File: src/rtl/sc_rr_crossbar_port_arbiter.sv
// -----------------------------------------------------------------------------
// sc_rr_crossbar_port_arbiter
//
// Round-robin arbiter for one slave port of a 4-master crossbar. While the
// port is IDLE, a pending request is granted one cycle after it is seen,
// searching from the master after the one granted most recently. The grant
// is held (BUSY) until the slave acks or the granted master withdraws its
// request. Every release returns to IDLE for at least one cycle before the
// next grant.
//
// Optional feature (macro SC_RR_XBAR_TIMEOUT_EN):
//   A BUSY watchdog. If the slave neither acks nor sees an abort within
//   TMO_CYCLES cycles of the grant, the grant is released and o_timeout
//   pulses for one cycle. Without the macro no counter is built and
//   o_timeout is tied low.
//
// Parameters:
//   TMO_CYCLES  BUSY cycles before a forced release (timeout build only)
//
// Ports:
//   i_clk       clock, rising edge
//   i_resetb    asynchronous active-low reset
//   i_ms_req    [3:0] per-master request level, held until ack
//   i_sl_ack    slave transaction-complete strobe, one cycle
//   o_ms_en     [3:0] registered one-hot grant (zero in IDLE)
//   o_sl_sel    [1:0] registered index of granted master, held in IDLE
//   o_busy      slave port owned
//   o_timeout   one-cycle pulse on forced release
// -----------------------------------------------------------------------------
module sc_rr_crossbar_port_arbiter #(
  parameter logic [7:0] TMO_CYCLES = 8'd200
) (
  input  logic       i_clk,
  input  logic       i_resetb,
  input  logic [3:0] i_ms_req,
  input  logic       i_sl_ack,
  output logic [3:0] o_ms_en,
  output logic [1:0] o_sl_sel,
  output logic       o_busy,
  output logic       o_timeout
);

  typedef enum logic {
    ST_IDLE = 1'b0,
    ST_BUSY = 1'b1
  } state_e;

  state_e     state_q,   state_d;
  logic [3:0] ms_en_q,   ms_en_d;
  logic [1:0] sel_q,     sel_d;
  logic [1:0] last_q,    last_d;
  logic       timeout_q, timeout_d;

`ifdef SC_RR_XBAR_TIMEOUT_EN
  logic [7:0] cnt_q, cnt_d;
`endif

  // Rotating priority search: last+1, last+2, last+3, last (mod 4).
  logic       pick_found;
  logic [1:0] pick_idx;

  always_comb begin
    logic [1:0] scan_idx;
    pick_found = 1'b0;
    pick_idx   = last_q;
    scan_idx   = last_q;
    for (int k = 1; k <= 4; k++) begin
      scan_idx = last_q + 2'(k);
      if (!pick_found && i_ms_req[scan_idx]) begin
        pick_found = 1'b1;
        pick_idx   = scan_idx;
      end
    end
  end

  // Ack and abort in the same cycle collapse into this single release.
  logic release_w;
  assign release_w = i_sl_ack || !i_ms_req[sel_q];

  always_comb begin
    // NOTE: every output of this block gets a default first so no path
    // leaves a variable unassigned and infers a latch.
    state_d   = state_q;
    ms_en_d   = ms_en_q;
    sel_d     = sel_q;
    last_d    = last_q;
    timeout_d = 1'b0;
`ifdef SC_RR_XBAR_TIMEOUT_EN
    cnt_d     = cnt_q;
`endif

    case (state_q)
      ST_IDLE: begin
        // i_sl_ack is ignored here; only requests matter.
        if (pick_found) begin
          state_d = ST_BUSY;
          ms_en_d = 4'b0001 << pick_idx;
          sel_d   = pick_idx;
          last_d  = pick_idx;
`ifdef SC_RR_XBAR_TIMEOUT_EN
          cnt_d   = 8'd0;
`endif
        end
      end

      ST_BUSY: begin
        if (release_w) begin
          state_d = ST_IDLE;
          ms_en_d = 4'b0000;
        end
`ifdef SC_RR_XBAR_TIMEOUT_EN
        // Ack/abort win over expiry. last_q keeps the timed-out master so
        // it becomes lowest priority for the next search.
        else if (cnt_q == TMO_CYCLES - 8'd1) begin
          state_d   = ST_IDLE;
          ms_en_d   = 4'b0000;
          timeout_d = 1'b1;
        end else begin
          cnt_d = cnt_q + 8'd1;
        end
`endif
      end

      default: begin
        state_d = ST_IDLE;
        ms_en_d = 4'b0000;
      end
    endcase
  end

  // NOTE: sequential state uses non-blocking assignments so every flop
  // samples the pre-edge values, independent of statement order.
  always_ff @(posedge i_clk or negedge i_resetb) begin
    // NOTE: the reset branch covers every flop; r_last restarts at 3 so
    // master 0 wins the first search after reset.
    if (!i_resetb) begin
      state_q   <= ST_IDLE;
      ms_en_q   <= 4'b0000;
      sel_q     <= 2'd0;
      last_q    <= 2'd3;
      timeout_q <= 1'b0;
    end else begin
      state_q   <= state_d;
      ms_en_q   <= ms_en_d;
      sel_q     <= sel_d;
      last_q    <= last_d;
      timeout_q <= timeout_d;
    end
  end

`ifdef SC_RR_XBAR_TIMEOUT_EN
  always_ff @(posedge i_clk or negedge i_resetb) begin
    if (!i_resetb) begin
      cnt_q <= 8'd0;
    end else begin
      cnt_q <= cnt_d;
    end
  end
`else
  // TMO_CYCLES has no function without the watchdog.
  logic unused_tmo_cycles;
  assign unused_tmo_cycles = ^TMO_CYCLES;
`endif

  assign o_ms_en   = ms_en_q;
  assign o_sl_sel  = sel_q;
  assign o_busy    = (state_q == ST_BUSY);
  assign o_timeout = timeout_q;

endmodule

File: config.mk
export PLATFORM = sky130hd
export DESIGN_NAME = sc_rr_crossbar_port_arbiter
export DESIGN_NICKNAME = d
export VERILOG_FILES = /design/src/rtl/sc_rr_crossbar_port_arbiter.sv
export SDC_FILE = /design/constraint.sdc
export NUM_CORES = 1
export LEC_CHECK = 0
export ABC_AREA = 1
export BUFFER_PORTS_ARGS = -buffer_cell sky130_fd_sc_hd__buf_2
export CAP_MARGIN = 10
export CORE_MARGIN = 2
export CORE_UTILIZATION = 40
export DETAILED_ROUTE_END_ITERATION = 12
export GPL_TIMING_DRIVEN = 0
export SYNTH_ARGS = -nofsm -noshare
export SYNTH_HDL_FRONTEND = slang
export SYNTH_SLANG_ARGS = --single-unit
File: constraint.sdc
create_clock -name i_clk -period 2.95 [get_ports i_clk]
set_input_delay 0.59 -clock i_clk [delete_from_list [all_inputs] [get_ports i_clk]]
set_output_delay 0.59 -clock i_clk [all_outputs]
set_load 0.05 [all_outputs]
# Yosys cells after proc, flatten, opt, wreduce, memory -nomap -nowiden
# Index checks and enable logic that the tools add are counted.
[totals] register_bits=9 latchBits=0 mem_bits_rw=0 rom_bits=0 output_inout_bits=8 n_memories=0
[classes] add_sub_neg=3 multipliers=0 div=0 magnitude_cmp=5 eq_ne=2 shifts=1 mux=24 bitwise_logic=1 reduce_logical=10
[ops] op="2-bit by 3-bit < comparator with 1-bit output, second input constant" n=5
[ops] op="1-bit 2-to-1 mux" n=11
[ops] op="1-bit binary-select mux with 2-bit select" n=5
[ops] op="2-bit 2-to-1 mux" n=4
[ops] op="4-bit 2-to-1 mux" n=2
[ops] op="4-bit one-hot mux with 2 select lines" n=1
[ops] op="2-bit adder, second input constant" n=2
[ops] op="1-bit logical NOT" n=4
[ops] op="2-bit AND reduction" n=2
[ops] op="1-bit by 2-bit left shift with 4-bit output, first input constant" n=1
[ops] op="1-bit logical AND" n=3
[ops] op="2-bit by 1-bit adder with 2-bit output, second input constant" n=1
[ops] op="2-bit by 1-bit != test with 1-bit output, second input constant" n=1
[ops] op="2-bit != test, second input constant" n=1
[ops] op="1-bit one-hot mux with 2 select lines" n=1
[ops] op="1-bit logical OR" n=1
[ops] op="1-bit NOT" n=1

# Logic depth before layout (Yosys ltp)
# Gate-level depths: netlist of run 1.
[depth] ltp_word=16 mapped_depth=13

# Least setup slack after synthesis of run 1
# No wires, ideal clock.
[synth_path] kind="register to register" start="reg last_q[0]" end="reg sel_q[0] (netlist: o_sl_sel[0])" arrival_time_ps=1454 t_required_ps=2830 setup_slack_ps=1376 path_stages_with_launch=13 path_buffers=1 period_less_slack_ps=1574 cell_sequence="dfstp_2 > buf_6 > inv_6 > nand2_1 > nand2_1 > nand2_4 > nand2_4 > nor2_4 > nand3_2 > nand2_4 > inv_4 > nand2_2 > o21ai_2"
[synth_via] elab_chain_len=14 word_cells_on_any_way=26 classes_between="3 x add/sub; 16 x mux; 7 x reduce/logical"
[synth_rtl] item="from (decl)" line="51" rtl="logic [1:0] last_q, last_d;"
[synth_rtl] item="from (signal assigned)" line="146" rtl="last_q <= last_d;"
[synth_rtl] item="2-bit by 1-bit adder with 2-bit output" line="68" rtl="scan_idx = last_q + 2'(k);"
[synth_rtl] item="1-bit binary-select mux with 2-bit select" line="69" rtl="if (!pick_found && i_ms_req[scan_idx]) begin"
[synth_rtl] item="1-bit 2-to-1 mux (implied by the code)" line="69"
[synth_rtl] item="1-bit 2-to-1 mux" line="69"
[synth_rtl] item="1-bit logical NOT" line="69"
[synth_rtl] item="1-bit logical AND" line="69"
[synth_rtl] item="1-bit 2-to-1 mux" line="69"
[synth_rtl] item="1-bit logical NOT" line="69"
[synth_rtl] item="1-bit logical AND" line="69"
[synth_rtl] item="1-bit 2-to-1 mux" line="69"
[synth_rtl] item="1-bit logical NOT" line="69"
[synth_rtl] item="1-bit logical AND" line="69"
[synth_rtl] item="1-bit 2-to-1 mux" line="69"
[synth_rtl] item="2-bit AND reduction (no line)"
[synth_rtl] item="to (signal assigned)" line="145" rtl="sel_q <= sel_d;"
[synth_rtl] item="to (decl)" line="50" rtl="logic [1:0] sel_q, sel_d;"
# Parallel ways exist; a longest one is shown, timed or not. The select of a mux whose other input is x is not followed.
# A chain may end at the register's enable or synchronous reset.

# Final worst setup path of run 1
[layout_path] start="reg last_q[0]" end="reg ms_en_q[3] (netlist: o_ms_en[3])"
[layout_via] elab_chain_len=16 word_cells_on_any_way=30 classes_between="3 x add/sub; 1 x eq/ne; 1 x shift; 18 x mux; 7 x reduce/logical"
[layout_rtl] item="2-bit by 1-bit adder with 2-bit output" line="68"
[layout_rtl] item="1-bit binary-select mux with 2-bit select" line="69"
[layout_rtl] item="1-bit 2-to-1 mux (implied by the code)" line="69"
[layout_rtl] item="1-bit 2-to-1 mux" line="69"
[layout_rtl] item="1-bit logical NOT" line="69"
[layout_rtl] item="1-bit logical AND" line="69"
[layout_rtl] item="1-bit 2-to-1 mux" line="69"
[layout_rtl] item="1-bit logical NOT" line="69"
[layout_rtl] item="1-bit logical AND" line="69"
[layout_rtl] item="1-bit 2-to-1 mux" line="69"
[layout_rtl] item="1-bit logical NOT" line="69"
[layout_rtl] item="1-bit logical AND" line="69"
[layout_rtl] item="2-bit 2-to-1 mux" line="69"
[layout_rtl] item="1-bit by 2-bit left shift with 4-bit output" line="97" rtl="ms_en_d = 4'b0001 << pick_idx;"
[layout_rtl] item="4-bit 2-to-1 mux" line="95" rtl="if (pick_found) begin"
[layout_rtl] item="4-bit one-hot mux with 2 select lines" line="92" rtl="case (state_q)"
[layout_rtl] item="to (signal assigned)" line="144" rtl="ms_en_q <= ms_en_d;"
[layout_rtl] item="to (decl)" line="49" rtl="logic [3:0] ms_en_q, ms_en_d;"
# Parallel ways exist; a longest one is shown, timed or not. The select of a mux whose other input is x is not followed.

==> results of run 1 <==
==> registers in the layout, summed over array words and instances, names as in the netlist <==
| register | count |
|---|---|
| last_q | 2 |
| o_busy | 1 |
| o_ms_en | 4 |
| o_sl_sel | 2 |
==> area by class of cell <==
class / count / area share, %
Inverter: 9 / 4.77
Timing Repair Buffer: 13 / 7.51
Clock buffer: 4 / 3.03
Multi-Input combinational cell: 89 / 52.6
Tap cell: 25 / 3.61
Buffer: 2 / 2.17
Sequential cell: 9 / 26.3
==> path summary, 6_finish.rpt <==
kind                       startpoint  cells after the start  slack (ns)    endpoint
min in group i_clk         o_ms_en[3]                      2        0.51  o_ms_en[3]
max                         last_q[0]                     12        1.22  o_ms_en[3]
min reg2reg                o_ms_en[3]                      2        0.51  o_ms_en[3]
max reg2reg                 last_q[0]                     12        1.22  o_ms_en[3]
min                          i_resetb                      1        0.18  o_ms_en[2]
max in group asynchronous    i_resetb                      1        2.53   last_q[0]
==> worst reg2reg max path, delay by kind of cell, from the launching register on <==
family / cells / cell delay (ns)
and+or+nand+nor: 9 / 0.73
buffers and inverters: 2 / 0.20
AOI/OAI and AO/OA: 1 / 0.17
DFF: 1 / 0.52
==> metal layers <==
layer / track usage [%] / vias to the layer above / part of all wire [%]
li1: - / 379 / -
met1: 22.9 / 293 / 49
met2: 26.0 / 7 / 48
met3: 1.15 / 2 / 1.5
met4: 9.44 / 0 / 1.0
met5: 0 / - / 0
==> logic make-up (layout without fill, tap and decap cells) <==
kind of cell	after synthesis	in the layout	synth area share [%]
buffers and inverters	11	28	8.08
flip-flops	9	9	30.6
AND/OR/NAND/NOR	78	78	52.4
AO/OA/AOI/OAI	10	10	8.42
other	1	1	0.505
==> stage by stage <==
stage | setup WS [ns] | instances | hold slack [ns]
detailed placement | 1.22 | 147 | 0.449
global route | 1.07 | 151 | 0.167
CTS | 1.22 | 151 | 0.170
finish | 1.22 | 151 | 0.176
global placement | 1.23 | 147 | 0.446
floorplan | 1.38 | 109 | 0.294
==> cell usage in the layout (no fill, tap or decap) <==
| master | instances |
|---|---|
| nand2_1 | 45 |
| nand3_1 | 13 |
| buf_2 | 13 |
| nand2_2 | 10 |
| dfrtp_1 | 7 |
| o21ai_0 | 5 |
| inv_2 | 4 |
| inv_1 | 3 |
| nand2_4 | 3 |
| clkbuf_4 | 3 |
| nor2_1 | 2 |
| o21ai_2 | 2 |
| nor2_2 | 2 |
| dfstp_2 | 2 |
| o21a_1 | 1 |
| a21o_1 | 1 |
| buf_6 | 1 |
| inv_6 | 1 |
| nor2_4 | 1 |
| nand3_2 | 1 |
| inv_4 | 1 |
| nand3_4 | 1 |
| o21ai_1 | 1 |
| buf_4 | 1 |
| conb_1 | 1 |
| clkbuf_1 | 1 |
==> results.cfg, run 1 <==
[status]
outcome = finished, final reports clean

[setup_path]
cpPeakStageDelay_ns = 0.52
cp-start-kind = flip-flop
worstPathArrival_ns = 1.88
crit_buf_inv = 2
critPathMostFrequentCell = nand2_1
cp-end-kind = flip-flop
crit_type = reg2reg
crit_family = simple AND/OR/NAND/NOR gates
cpMaxStageDelayCell = dfstp_2
critPathMaxFanout = 10
cp_cell_sequence = buf_6 -> inv_6 -> nand2_1 -> nand2_1 -> nand2_4 -> nand2_4 -> o21ai_1 -> nand2_1 -> nand2_1 -> nand2_1 -> nand2_1 -> nand2_1
required_ns = 3.09

[timing]
drv_slew = 0
fmax_ghz = 0.577
grt_setup_unrepaired = no
finClkSkew_ns = 0.000365
hold_viol = 0
setup_tns_ns = 0
setup_viol = 0
layout_min_cycle_time_ns = 1.73
min_period_over_period_pct = 58.8

[global_routing]
grt_usage_pct = 16.7
grt_pass1_wl_um = 2620
grt_overflow = 0
grt_start_max_net_pins = 11
antenna_found_initial = 0
grt_pass1_vias = 632

[yosys]
synth_warnings = 0
synth_area_leaders = dfrtp_1, nand2_1, nand3_1
yosys.area.top_type_share_pct = 23.6
synth_cell_type_count = 23
ys_seq_area_share_pct = 30.6
netlist_area_um2 = 743
syn_nets = 116
synth.avg_cell_area_um2 = 6.82
synth_common_cells = nand2_1, nand3_1, nand2_2, dfrtp_1, o21ai_0
synth_largest_area_cell = dfrtp_1
synthFlopType = dfrtp_1
ys_ff_latch = 9
synth_most_common_cell = nand2_1
syn_inst = 109
synth_edf_count = 0
synth-async-reset-ratio_pct = 100

[route]
drc = 0
avgViaCountPerCell = 4.51
wl_um = 1440
dr.pass1.iters = 3
drt_iter0_drc = 6
ant_nets = 0
vias = 681
wl_per_cell_um = 9.52

[clock_tree]
clkSlewWorstSetupHoldPaths_ns = 0.06
cts_tree = yes
cts_inserted_buffers = 3
h-tree-depth = 1
cts.sinks = 9
root_buffer = clkbuf_4
cts_setup_buffers = 0
cts_buffer_depth = 2
ctsResizeCount = 0
cts_hold_buf = 0
worstSkewPairLatency_ns = 0.25

[cells_and_area]
multi_input_area_um2 = 455
drive_above_1_share_pct = 36.5
seqCellArea_um2 = 228
finish.utilization_pct = 49.6
area_growth_syn_to_layout_pct = 16.5
fin_nets = 134
design_area_um2 = 866
n_antenna_cell = 0
fillers = 187

[floorplanning]
io_pins = 15
dieArea_um2 = 2220
core_um2 = 1750
initial_utilization_pct = 42.6
die_h_um = 47.1
die_w_um = 47.1
rows = 15

[run]
cap_violations = 0

[place]
dp_hpwl_um = 1200
post_dp_cell_area_um2 = 840
gp_congestion = 0.804
port_buffers = 13

[min_path]
hold_path_class = in2async
Power of run 1 is left out: the tool's default activity adds up to more than one toggle a clock period on the data nets, which glitch-free logic cannot reach.
==> run 2, diff against run 1 <==
Clock period 2.95 ns to 1.4 ns, I/O delays scaled along.
==> run 2 against run 1 <==
  * The flow now finishes with violations (negative setup slack)
  * Via count is 11% higher
  * Die area stayed put
  * Critical endpoint is now o_ms_en[2]
  * Clock skew is 0.0026 ns higher
  * Utilization is 9.7 points higher
  * Final area is 20% higher
  * Sequential share of layout area is 4.3 points lower
  * Cell count is 6.6% higher
  * First-iteration DRC count is 120% higher
  * Register-to-register slack worse by 1.5 ns
  * Worst setup slack worse by 1.5 ns
  * Hold slack better by 0.15 ns
==> results.cfg, run 2 (synthesis results as in run 1) <==
[global_routing]
grt_usage_pct = 18.5
grt_pass1_vias = 669
antenna_found_initial = 0
grt_overflow = 0
grt_pass1_wl_um = 2870
grt_start_max_net_pins = 10

[setup_path]
required_ns = 1.54
critPathMostFrequentCell = nand2_4
reg2reg_slack_ns = -0.26
cpPeakStageDelay_ns = 0.53
cpMaxStageDelayCell = dfstp_2
regToRegEndpoint = o_ms_en[2]
rr_startpoint = last_q[0]
cp-end-kind = flip-flop
cp_cell_sequence = buf_8 -> inv_8 -> nand2_2 -> nand2_2 -> nand2_4 -> nand2_4 -> nor2_4 -> nand3_1 -> nand2_4 -> nor2_2 -> nand2_1 -> nand2_1
crit_type = reg2reg
cp-start-kind = flip-flop
rr_worst_depth = 12
worstPathArrival_ns = 1.80
critPathMaxFanout = 8

[floorplanning]
die_w_um = 47.1
core_um2 = 1750
dieArea_um2 = 2220
rows = 15
die_h_um = 47.1
initial_utilization_pct = 42.6
io_pins = 15

[clock_tree]
worstSkewPairLatency_ns = 0.25
cts.sinks = 9
h-tree-depth = 1
root_buffer = clkbuf_4
cts_buffer_depth = 2
clkSlewWorstSetupHoldPaths_ns = 0.06
cts_inserted_buffers = 3
cts_tree = yes

[cells_and_area]
mostFrequentLayoutCells = nand2_1, nand2_2, nand3_1, buf_2, nand2_4
largest_reg_flops = 4
layout_commonest_cell = nand2_1
drive_above_1_share_pct = 50.0
area_growth_syn_to_layout_pct = 39.2
seqCellArea_um2 = 228
fin_nets = 144
multi_input_area_um2 = 543
n_antenna_cell = 0
fillers = 171

[route]
drt_iter0_drc = 13
ant_nets = 0
avgViaCountPerCell = 4.70
vias = 757
wl_um = 1700
dr.pass1.iters = 4
drc = 0
wl_per_cell_um = 10.6

[timing]
finClkSkew_ns = 0.00292
setup_viol = 9
min_period_over_period_pct = 118
drv_slew = 0
worst_slack_ns = -0.255
layout_min_cycle_time_ns = 1.66
grt_setup_unrepaired = yes
setup_tns_ns = -2.06
hold_viol = 0
fmax_ghz = 0.604

[run]
cap_violations = 0

[min_path]
hold_path_class = in2reg
hp-start = i_sl_ack
whs_endpoint = o_busy
holdPathStages = 3

[place]
port_buffers = 13
dp_hpwl_um = 1210
gp_congestion = 0.726

[status]
violations = negative setup slack
outcome = complete, but fails checks
[run 2: per-stage QoR]
stage	setup slack (ns)	hold slack (ns)	instance area, um^2	cells	utilization [%]
final	-0.255	0.327	1030	161	59.3
after global routing	-0.383	0.369	1030	161	59.3
after CTS	-0.257	0.327	1000	161	57.6
after detailed placement	-0.305	0.144	857	147	49.1
after global placement	-0.271	0.138	857	147	49.1
after floorplan	-0.152	-0.0156	761	109	-
[run 2: final cells by class]
cell class | count | area share (%)
Multi-Input combinational cell | 90 | 52.5
Clock buffer | 4 | 2.54
Tap cell | 25 | 3.02
Sequential cell | 9 | 22.0
Buffer | 2 | 2.18
Timing Repair Buffer | 22 | 13.1
Inverter | 9 | 4.72
[run 2: critical path, delay by kind of cell (launching register included)]
kind / cells / cell delay, ns
buffers and inverters: 2 / 0.20
flip-flops: 1 / 0.53
AND/OR/NAND/NOR: 10 / 0.82
[run 2: how the worst max path moves through the flow]
stage,startpoint,end,cells after the start
finish,last_q[0],o_ms_en[2],12
global route,last_q[0],o_ms_en[2],12
CTS,last_q[0],o_sl_sel[1],12
detailed placement,last_q[0],o_ms_en[3],12
global placement,last_q[0],o_ms_en[3],12
floorplan,last_q[0],o_sl_sel[1],12
[run 2: what timing repair did]
item / in CTS / in global routing
buffers inserted: 8 / 0
endpoints found under the hold margin: 7 / 0
pin swaps: 8 / 9
setup endpoints to repair: 9 / 9
gates cloned: 1 / 0
gates resized for setup: 11 / 10
hold buffers: 1 / 0
[run 2: metal layers]
layer | GRT usage [%] | up-vias | part of all wire, %
met2 | 31.2 | 5 | 53
met3 | 1.92 | 2 | 1.8
li1 | - | 401 | -
met4 | 10.0 | 0 | 0.53
met5 | 0 | - | 0
met1 | 23.2 | 349 | 45
Power of run 2 is left out for the same reason.
==> run 3, diff against run 2 <==
Settings changed: ABC_AREA 1 to unset, CORE_AREA set to 2 2 39 41, CORE_MARGIN 2 to unset, CORE_UTILIZATION 40 to unset, DIE_AREA set to 0 0 41 43, REMOVE_ABC_BUFFERS set to 1.
==> run 3 against run 2 <==
  * The run still ends with negative setup slack left
  * Die area fell by 21%
  * Via count fell by 48%
  * Critical path depth fell by 8
  * Synthesized cell count fell by 62%
  * Highest routed layer unchanged
==> results.cfg, run 3 <==
[timing]
fmax_ghz = 0.703
finClkSkew_ns = 0.00760
drv_slew = 0
fin_hold_ws_ns = 0.367
setup_viol = 3
hold_viol = 0
min_period_over_period_pct = 102
grt_setup_unrepaired = yes
layout_min_cycle_time_ns = 1.42
worst_slack_ns = -0.0220

[yosys]
ys_seq_area_share_pct = 48.8
yosys.area.top_type_share_pct = 37.5
synth-async-reset-ratio_pct = 100
synth_area_leaders = dfrtp_1, dfstp_2, mux2_2
netlist_area_um2 = 467
synth_cell_type_count = 22
synth_edf_count = 0
synth_warnings = 0
syn_inst = 41
ys_ff_latch = 9
synth_most_common_cell = dfrtp_1
synthFlopType = dfrtp_1
synth_largest_area_cell = dfrtp_1
synth.avg_cell_area_um2 = 11.4
synth_common_cells = dfrtp_1, o21ai_0, nand2b_1, o21a_1

[floorplanning]
die_w_um = 41
initial_utilization_pct = 33.7
rows = 14
core_um2 = 1380
dieArea_um2 = 1760
io_pins = 15
die_h_um = 43

[power]
ir_drop_mv = 1.13
p_per_area_nw_per_um2 = 2710
p_leak_nw = 0.282

[status]
outcome = complete, but fails checks
violations = negative setup slack

[clock_tree]
cts_tree = yes
h-tree-depth = 1
cts_buffer_depth = 2
root_buffer = clkbuf_4
worstSkewPairLatency_ns = 0.26
cts.sinks = 9
clkSlewWorstSetupHoldPaths_ns = 0.06
cts_inserted_buffers = 3

[cells_and_area]
largest_reg_flops = 4
layout_commonest_cell = buf_2
mostFrequentLayoutCells = buf_2, dfrtp_1, nand2b_1, o21a_1, clkbuf_4
drive_above_1_share_pct = 46.7
fillers = 143
area_growth_syn_to_layout_pct = 31.4
finish.utilization_pct = 44.3
fin_nets = 68
n_antenna_cell = 0
fin_cells = 76

[place]
dp_hpwl_um = 764
post-place-cells = 69
port_buffers = 13
gp_congestion = 0.667

[min_path]
hold_path_class = in2reg

[global_routing]
grt_pass1_vias = 377
grt_usage_pct = 13.8
grt_start_max_net_pins = 10
grt_pass1_wl_um = 1590
antenna_found_initial = 0
grt_overflow = 0

[route]
wl_per_cell_um = 13.9
wl_um = 1060
vias = 395
avgViaCountPerCell = 5.20
drc = 0
drt_iter0_drc = 4
dr.pass1.iters = 4
ant_nets = 0

[setup_path]
critPathMaxFanout = 4
crit_type = reg2reg
worstPathArrival_ns = 1.57
required_ns = 1.55
cp-end-kind = flip-flop
cp-start-kind = flip-flop

[run]
cap_violations = 0
## run 3: changes by cell type after synthesis, moves of 3 or more
cell,change
nand2_2,-9
nand2_1,-44
inv_1,-3
nand2_4,-3
nand2b_1,+3
inv_2,-4
nand3_1,-12
## run 3: logic make-up after synthesis
group / after synthesis / share of synthesized area (%)
compound gates: 13 / 19.8
buf+inv: 1 / 1.61
flops: 9 / 48.8
mux: 3 / 9.65
other cells: 1 / 0.804
simple gates: 14 / 19.3
## run 3: worst paths after layout
path                              from  slack (ns)  depth (start not counted)         end
max in group asynchronous     i_resetb        0.75                          2   last_q[0]
min in group asynchronous     i_resetb        0.39                          2  o_ms_en[1]
setup reg to reg           o_sl_sel[1]       -0.02                          4  o_ms_en[3]
setup / recovery           o_sl_sel[1]       -0.02                          4  o_ms_en[3]
hold reg to reg             o_ms_en[0]        0.48                          1  o_ms_en[0]
hold / removal                i_sl_ack        0.37                          3      o_busy
## run 3: critical path, cell delays in order (launching register included)
cell and delay [ns]:
dfrtp_1 0.40, mux4_2 0.55, nand3b_4 0.11, nand2_4 0.07, a32o_1 0.20
## run 3: timing repair
| action | in CTS | in global routing |
|---|---|---|
| buffers inserted | 1 | 1 |
| resized for setup | 2 | 3 |
| pin swaps | 0 | 3 |
| hold buffers | 1 | 0 |
| setup endpoints to repair | 2 | 8 |
| hold endpoints to repair | 7 | 0 |
## run 3: area by class of cell
cell class | count | area, um^2 | share of cell area (%)
Sequential cell | 9 | 228 | 37.1
Timing Repair Buffer | 16 | 90.1 | 14.7
Tap cell | 16 | 20.0 | 3.27
Clock buffer | 4 | 26.3 | 4.29
Multi-Input combinational cell | 31 | 249 | 40.6
## run 3: power breakdown
group	switching (mW)	internal, mW
sequential	0.121	0.413
combinational	0.610	0.317
clock	0.0915	0.110
## run 3: layer usage
layer / part of all wire (%) / up-vias / track usage [%]
met2: 47 / 14 / 19.7
met1: 45 / 189 / 18.3
li1: - / 190 / -
met5: 0 / - / 0
met4: 1.4 / 0 / 10.0
met3: 6.0 / 2 / 1.57
## run 3: through the flow
step	setup TNS (ns)	area, um^2	worst slack (ns)	power (mW)
floorplan	-1.15	459	-0.292	1.18
global placement	-0.0413	544	-0.0224	1.36
detailed placement	-0.114	544	-0.0577	1.38
CTS	-0.0645	602	-0.0332	1.64
global route	-0.202	613	-0.0801	1.76
finish	-0.0587	613	-0.0220	1.66
Power figures use the tool's default switching activity.
